===== config.mk =====
export PLATFORM = sky130hd
export DESIGN_NAME = fetch_prefetch_queue
export DESIGN_NICKNAME = d
export VERILOG_FILES = /design/src/rtl/fetch_prefetch_queue.sv
export SDC_FILE = /design/constraint.sdc
export NUM_CORES = 1
export LEC_CHECK = 0
export CORE_MARGIN = 3
export CORE_UTILIZATION = 35
export CTS_CLUSTER_DIAMETER = 200
export CTS_CLUSTER_SIZE = 30
export DETAILED_ROUTE_END_ITERATION = 12
export GPL_TIMING_DRIVEN = 0
export SLEW_MARGIN = 15
export SYNTH_ARGS = -nofsm -noshare
export SYNTH_HDL_FRONTEND = slang
export SYNTH_SLANG_ARGS = --single-unit

===== constraint.sdc =====
create_clock -name clk -period 3 [get_ports clk]
set_input_delay 0.45 -clock clk [delete_from_list [all_inputs] [get_ports clk]]
set_output_delay 0.45 -clock clk [all_outputs]
set_load 0.1 [all_outputs]

===== src/rtl/fetch_prefetch_queue.sv =====
`default_nettype none
// ============================================================================
//  Module   : fetch_prefetch_queue
//  Function : Instruction-fetch front end. It issues sequential word fetches
//             over req/ack and buffers {pc, instr} pairs for the core.
//             It also flushes the buffer on branch/jump redirects.
//  Revision : 1.0  initial release
// ============================================================================
module fetch_prefetch_queue #(
    parameter int unsigned DEPTH    = 4,
    parameter logic [31:0] RESET_PC = 32'h0
) (
    input  logic        clk,
    input  logic        rst_n,
    output logic        o_imem_req,
    output logic [31:0] o_imem_addr,
    input  logic        i_imem_ack,
    input  logic [31:0] i_imem_rdata,
    input  logic        i_redirect,
    input  logic [31:0] i_redirect_pc,
    output logic        o_out_valid,
    output logic [31:0] o_out_instr,
    output logic [31:0] o_out_pc,
    input  logic        i_out_ready
);

    localparam int unsigned c_PW = $clog2(DEPTH);
    localparam int unsigned c_CW = c_PW + 1;
    localparam logic [c_CW-1:0] c_DEPTH = c_CW'(DEPTH);

    typedef enum logic [0:0] {
        S_RUN     = 1'b0,
        S_DISCARD = 1'b1
    } state_t;

    state_t            r_state, w_state_n;
    logic              r_req,   w_req_n;
    logic [31:0]       r_addr,  w_addr_n;
    logic [31:0]       r_fpc,   w_fpc_n;
    logic [c_CW-1:0]   r_count, w_count_n;
    logic [c_PW-1:0]   r_rd_ptr, r_wr_ptr;
    logic [31:0]       r_pc_mem    [DEPTH];
    logic [31:0]       r_instr_mem [DEPTH];

    logic              w_push, w_pop;
    logic [31:0]       w_rpc;

    assign w_rpc  = i_redirect_pc & ~32'h3;
    assign w_push = r_req & i_imem_ack & (r_state == S_RUN) & ~i_redirect;
    assign w_pop  = o_out_valid & i_out_ready;
    assign w_count_n = r_count + {{(c_CW-1){1'b0}}, w_push} - {{(c_CW-1){1'b0}}, w_pop};

    always_comb begin
        w_state_n = r_state;
        w_req_n   = r_req;
        w_addr_n  = r_addr;
        w_fpc_n   = r_fpc;
        if (i_redirect) begin
            if (!r_req || i_imem_ack) begin
                w_state_n = S_RUN;
                w_req_n   = 1'b1;
                w_addr_n  = w_rpc;
                w_fpc_n   = w_rpc + 32'd4;
            end else begin
                // The pending fetch cannot be cancelled; wait for it and drop its data.
                w_state_n = S_DISCARD;
                w_fpc_n   = w_rpc;
            end
        end else if (r_state == S_DISCARD) begin
            if (r_req && i_imem_ack) begin
                w_state_n = S_RUN;
                w_req_n   = 1'b1;
                w_addr_n  = r_fpc;
                w_fpc_n   = r_fpc + 32'd4;
            end
        end else if (!(r_req && !i_imem_ack)) begin
            // A new request is issued only when its FIFO slot is already guaranteed.
            if (w_count_n < c_DEPTH) begin
                w_req_n  = 1'b1;
                w_addr_n = r_fpc;
                w_fpc_n  = r_fpc + 32'd4;
            end else begin
                w_req_n  = 1'b0;
            end
        end
    end

    always_ff @(posedge clk or negedge rst_n) begin
        if (!rst_n) begin
            r_state  <= S_RUN;
            r_req    <= 1'b0;
            r_addr   <= RESET_PC;
            r_fpc    <= RESET_PC;
            r_count  <= '0;
            r_rd_ptr <= '0;
            r_wr_ptr <= '0;
        end else begin
            r_state <= w_state_n;
            r_req   <= w_req_n;
            r_addr  <= w_addr_n;
            r_fpc   <= w_fpc_n;
            if (i_redirect) begin
                r_count  <= '0;
                r_rd_ptr <= '0;
                r_wr_ptr <= '0;
            end else begin
                r_count <= w_count_n;
                if (w_push) r_wr_ptr <= r_wr_ptr + c_PW'(1);
                if (w_pop)  r_rd_ptr <= r_rd_ptr + c_PW'(1);
            end
        end
    end

    always_ff @(posedge clk) begin
        if (w_push) begin
            r_pc_mem[r_wr_ptr]    <= r_addr;
            r_instr_mem[r_wr_ptr] <= i_imem_rdata;
        end
    end

    assign o_imem_req  = r_req;
    assign o_imem_addr = r_addr;
    assign o_out_valid = (r_count != '0);
    assign o_out_pc    = r_pc_mem[r_rd_ptr];
    assign o_out_instr = r_instr_mem[r_rd_ptr];

endmodule
`default_nettype wire


Word level (Yosys, flattened, before mapping)
Memory sizes are Yosys's and may differ from the RTL's.
Index checks and enable logic that the tools add are counted.
- $add $sub $neg: 6
- $mul: 0
- div/mod/pow operators: 0
- $lt $le $gt $ge: 1
- equal/unequal tests: 3
- shift operators: 0
- muxes and demuxes: 29
- bitwise operators: 6
- reduce and logical (&&, ||, !) cells: 12
- operators with widths (operator ; number):
    2-to-1 mux 32 bit ; 12
    adder 32 x 3 -> 32 bit, second input constant ; 2
    2-to-1 mux 1 bit ; 12
    2-to-1 mux 2 bit ; 4
    AND reduction 3 bit ; 2
    nonzero test 3 bit ; 2
    adder 2 x 1 -> 2 bit, second input constant ; 2
    AND 1 bit ; 4
    AND reduction 4 bit ; 1
    nonzero test 2 bit ; 2
    adder 3 x 1 -> 3 bit ; 1
    < comparator 3 bit, second input constant ; 1
    2-to-1 mux 3 bit ; 1
    != test 3 x 2 -> 1 bit, second input constant ; 1
    != test 3 bit, second input constant ; 1
    subtractor 3 x 1 -> 3 bit ; 1
    logical AND 1 bit ; 2
    zero test 1 bit ; 2
    != test 2 x 1 -> 1 bit, second input constant ; 1
    inverter 1 bit ; 2
    logical OR 1 bit ; 1
- bits in registers: 73
- latch bits: 0
- bits in writable memories: 256
- bits in read-only memories: 0
- input port bits: 69
- output and inout bits: 98
- word-level logic and storage cells: 66
- memories: 2
- memories (name ; depth ; bits a word ; read ports ; clocked after memory_dff ; write ports ; RTL line ; text):
    r_instr_mem ; 4 ; 32 ; 1 ; 0 ; 1 ; 43 ; logic [31:0] r_instr_mem [DEPTH];
    r_pc_mem ; 4 ; 32 ; 1 ; 0 ; 1 ; 42 ; logic [31:0] r_pc_mem [DEPTH];

Depth between registers and ports, before layout
- word-level depth: 10
- mapped depth: 16
- mapped depth without buffers: 13

Worst setup path before layout
No wires, ideal clock.
- kind: reg-to-reg
- from: register r_count[1]
- to: register r_fpc[22]
- library setup time: 0.071 ns
- data arrival time: 3.688 ns
- required time: 2.929 ns
- setup slack: -0.759 ns
- cell stages (with the launch flop): 14
- path buffers: 1
- period minus slack after synthesis: 3.759 ns
- cell sequence: dfrtp_1 -> or3_1 -> and2_1 -> ha_1 -> inv_1 -> ha_1 -> inv_1 -> fa_1 -> xnor3_1 -> nand2b_1 -> clkbuf_1 -> nand2_1 -> or4_1 -> nand4_1
- cells in the longest elaborated chain, start to end: 6
- elaborated cells on any way between the ends: 7
- classes of those cells: add/sub: 2; order compare: 1; bitwise: 1; reduce/logical: 3
- RTL lines (element ; RTL line ; text):
    start: declaration ; 40 ; logic [c_CW-1:0] r_count, w_count_n;
    start signal: assignment ; 107 ; r_count <= w_count_n;
    nonzero test 3 bit ; 123 ; assign o_out_valid = (r_count != '0);
    via o_out_valid ; 21 ; output logic o_out_valid,
    AND 1 bit ; 50 ; assign w_pop = o_out_valid & i_out_ready;
    subtractor 3 x 1 -> 3 bit ; 51 ; assign w_count_n = r_count + {{(c_CW-1){1'b0}}, w_push} - {{(c_CW-1){1'b0}}, w_pop};
    < comparator 3 bit ; 78 ; if (w_count_n < c_DEPTH) begin
    nonzero test 3 bit (no source line) ; - ;
    AND reduction 3 bit (no source line) ; - ;
    end signal: assignment ; 101 ; r_fpc <= w_fpc_n;
    end: declaration ; 39 ; logic [31:0] r_fpc, w_fpc_n;
The timed path passes the listed nets, and every way through them passes these cells.
A chain may end at the register's enable or synchronous reset.

Worst setup path in the final report
- from: input i_redirect
- to: register r_fpc[10]
- cells in the longest elaborated chain, start to end: 7
- elaborated cells on any way between the ends: 10
- classes of those cells: add/sub: 2; order compare: 1; eq/ne: 2; mux: 1; bitwise: 2; reduce/logical: 2
- RTL lines (element ; RTL line ; text):
    start: declaration ; 19 ; input logic i_redirect,
    inverter 1 bit ; 49 ; assign w_push = r_req & i_imem_ack & (r_state == S_RUN) & ~i_redirect;
    AND 1 bit ; 49 ;
    adder 3 x 1 -> 3 bit ; 51 ;
    subtractor 3 x 1 -> 3 bit ; 51 ;
    < comparator 3 bit ; 78 ;
    nonzero test 3 bit (no source line) ; - ;
    AND reduction 3 bit (no source line) ; - ;
Several ways; a longest one is shown, not always the timed one.

==> reports/results.tsv <==
metric	value	unit
core box area	38100	um^2
vias in the first global route	8491	
H-Tree Depth	1	
Starting Density	0.359	
Ports	167	
GRT Residual Overflow	0	
sequential share of power	0.370	
Layout area overhead	23.5	%
Critical Path, Cell by Cell	clkdlybuf4s15_2 > buf_6 > buf_4 > nor3_4 > inv_1 > ha_4 > inv_2 > ha_4 > inv_2 > fa_2 > xnor3_2 > nor3_4 > buf_6 > nor2_4 > clkbuf_16 > o221a_4	
IO buf count	161	
ys async rst share	0.217	
CP Max Fanout	10	
CTS root buf	clkbuf_16	
Worst IR Drop VDD	0.544	mV
CTS tree	built	
Post-DP HPWL	23.5	mm
most used flip-flop cell after synthesis	edfxtp_1	
row count	71	
clock share of power	0.130	
final hold violations	0	
CP peak stage delay	0.32	ns
die width	204	um
pins over their slew limit	0	
die area	41500	um^2
CTS Buf Count	14	
slew of the pin with the lowest slew margin	1.18	ns
worst skew pair latency	0.51	ns
DRT antenna net count	0	
Most Used Layer, Global Route	met2	
fin crit period	3.02	ns
post-layout util	0.443	
syn_nets	938	
first-pass GRT wire length	52.4	mm
via count	8454	
DRT Pass-1 Iters	6	
Int Pwr	0.00904	W
met2 usage	0.264	
Crit path required time	3.38	ns
Synth Instances	860	
1st-iter DRT viols	595	
# clock sinks	322	
P per Cell Area	1030	nW/um^2
NetSw	0.00840	W
dpl cell area	16200	um^2
failing checks	setup timing	
vias per cell	5.36	
Worst-path clk slew	0.13	ns
worst min path class	input port to asynchronous set/reset pin	
Post-synth EDFFs	252	
DR WL/cell	22.0	um
Leakage	5.65	nW
fmax	0.331	GHz
Global Route Usage Sum	0.163	
Comb power frac	0.501	
Worst Setup Start Kind	input port	
fillers	3364	
Clock Path Buffers	3	
Worst EP arrival	3.40	ns
GRT met1 Usage	0.237	
RSZ-0062 raised after global routing	yes	
total power	0.0174	W
Avg Inst Size Synth	15.9	um^2
Finished Cell Area	16900	um^2
switching share of total power	0.482	
Clock Skews	0.0273	ns
RD Place Congestion	0.858	
Final Cycle Share	1.01	
synthesized flop and latch total	322	
Setup-failing EPs final	5	
Cell Area, Synth	13700	um^2
Critical-path top delay cell	fa_2	
Max Cap Viol	0	
Die Height	204	um
largest net degree at the start of global routing	49	
ant diodes	0	
WS Path Type	input port to register	
CP Capture Type	register	
Total Routed Length	34.6	mm
total of warnings raised by yosys	0	
status	finished with violations	
Max-slew headroom	0.215	
sequential fraction of the synthesis area	0.682	
post-route setup slack	-0.0222	ns
Total Nets Final	1136	
met3 Usage GRT	0.0233	
# DRC	0	
layout cells sized above 1	0.255	
Distinct cells, synth	63	
initial antenna violation count	0	
==> power by group through the flow <==
stage | sequential (W) | clock, W | combinational, W
after floorplan | 0.00777 | 0 | 0.00504
after global placement | 0.00649 | 0 | 0.00850
after detailed placement | 0.00651 | 0 | 0.00857
after CTS | 0.00641 | 0.00236 | 0.00858
after global routing | 0.00656 | 0.00250 | 0.00910
final | 0.00644 | 0.00226 | 0.00873
==> cell usage in the layout (no fill, tap or decap), drive strengths merged, types with 3 or more instances in the layout <==
master	instances
nand2b	4
and2	10
inv	16
mux4	63
or4	6
nor2b	3
dfrtp	70
o31a	5
nand2	38
dlygate4sd2	5
clkdlybuf4s15	12
xor2	7
a211o	3
mux2i	33
o32ai	3
buf	96
nand3	21
nand4	32
nor4	15
a311o	4
a221o	6
a21oi	53
o21ai	19
or3	6
a31oi	5
ha	8
and4	6
clkdlybuf4s50	94
o221ai	4
clkbuf	50
xnor2	14
nor2	52
and3	5
edfxtp	252
nor3	15
==> worst max-delay path: cells and delay by family <==
family,cells,cell delay [ns]
adders and majority gates,3,0.67
xor gates and xnor gates,1,0.28
and+or+nand+nor,3,0.47
buffers and inverters,8,1.26
AOI/OAI and AO/OA,1,0.25
==> cells by family (layout without fill, tap and decap cells) <==
logic type | after synthesis | in the layout | share of synthesized area
xor gates and xnor gates | 22 | 22 | 0.0151
and+or+nand+nor | 220 | 220 | 0.0864
AOI/OAI and AO/OA | 120 | 120 | 0.0567
adders and majority gates | 9 | 9 | 0.00879
buffers and inverters | 69 | 274 | 0.0216
muxes | 98 | 98 | 0.130
DFF | 322 | 322 | 0.682
==> metal layers <==
layer  vias to the layer above  share of wire
met5                         -              0
met3                        45          0.059
li1                       3795              -
met1                      4336           0.44
met2                       278           0.48
met4                         0          0.016
==> registers in the layout, summed over array words and instances, names as in the netlist <==
signal,flops
r_fpc,30
r_rd_ptr,2
r_pc_mem,124
o_imem_req,1
r_state,1
o_imem_addr,31
r_count,3
r_wr_ptr,2
r_instr_mem,128
==> area by class of cell <==
type	count	area, um^2	area share
inverters	15	56.3	0.00334
multi-input cells	469	4400	0.261
flip-flops and latches	322	9320	0.552
clock buffers	22	402	0.0238
well taps	511	639	0.0379
plain buffers	52	367	0.0217
repair buffers	184	1680	0.0998
clock inverters	1	8.76	0.000519
==> Yosys cell counts (all sizes together), types with 8 or more instances <==
cell / n / area, um^2
a21oi: 53 / 265
buf: 20 / 110
mux4: 63 / 1420
nand2: 38 / 143
clkbuf: 34 / 129
and2: 10 / 62.6
nand4: 32 / 200
xnor2: 14 / 123
o21ai: 19 / 95.1
nor3: 15 / 80.1
edfxtp: 252 / 7570
nor2: 52 / 195
mux2i: 33 / 330
dfrtp: 70 / 1750
nor4: 15 / 115
ha: 8 / 100
nand3: 21 / 105
inv: 15 / 56.3
==> worst paths after layout <==
path                              endpoint  slack (ns)  cells after the start       startpoint
max                              r_fpc[10]       -0.02                     16       i_redirect
min                              r_fpc[19]        0.37                      2            rst_n
max reg2reg                      r_fpc[10]       -0.01                     13       r_count[1]
min reg2reg                r_pc_mem[2][21]        0.55                      0  o_imem_addr[21]
max in group asynchronous       o_imem_req        2.01                      3            rst_n
min in group clk                o_imem_req        0.43                      2       i_imem_ack
==> metrics by stage <==
| stage | setup WS, ns | std cells | TNS [ns] | hold WS, ns |
|---|---|---|---|---|
| 2_1_floorplan | -0.156 | 860 | -4.99 | 0.154 |
| 3_3_place_gp | -2.23 | 1532 | -752.83 | 0.516 |
| 6_report | -0.0222 | 1576 | -0.0693 | 0.374 |
| 4_1_cts | -0.0903 | 1574 | -0.0943 | 0.367 |
| 3_5_place_dp | -1.50 | 1537 | -134.83 | 0.384 |
| 5_1_grt | -0.105 | 1576 | -2.90 | 0.385 |
==> repair_timing <==
action / 4_1_cts / 5_1_grt
gates cloned: 2 / 0
setup buffers: 13 / 3
pin swaps: 8 / 9
resized for setup: 316 / 67
endpoints found under the hold margin: 22 / 0
hold buffers: 1 / 0
setup endpoints to repair: 126 / 59
No activity file was read; power rests on OpenSTA's default activity.
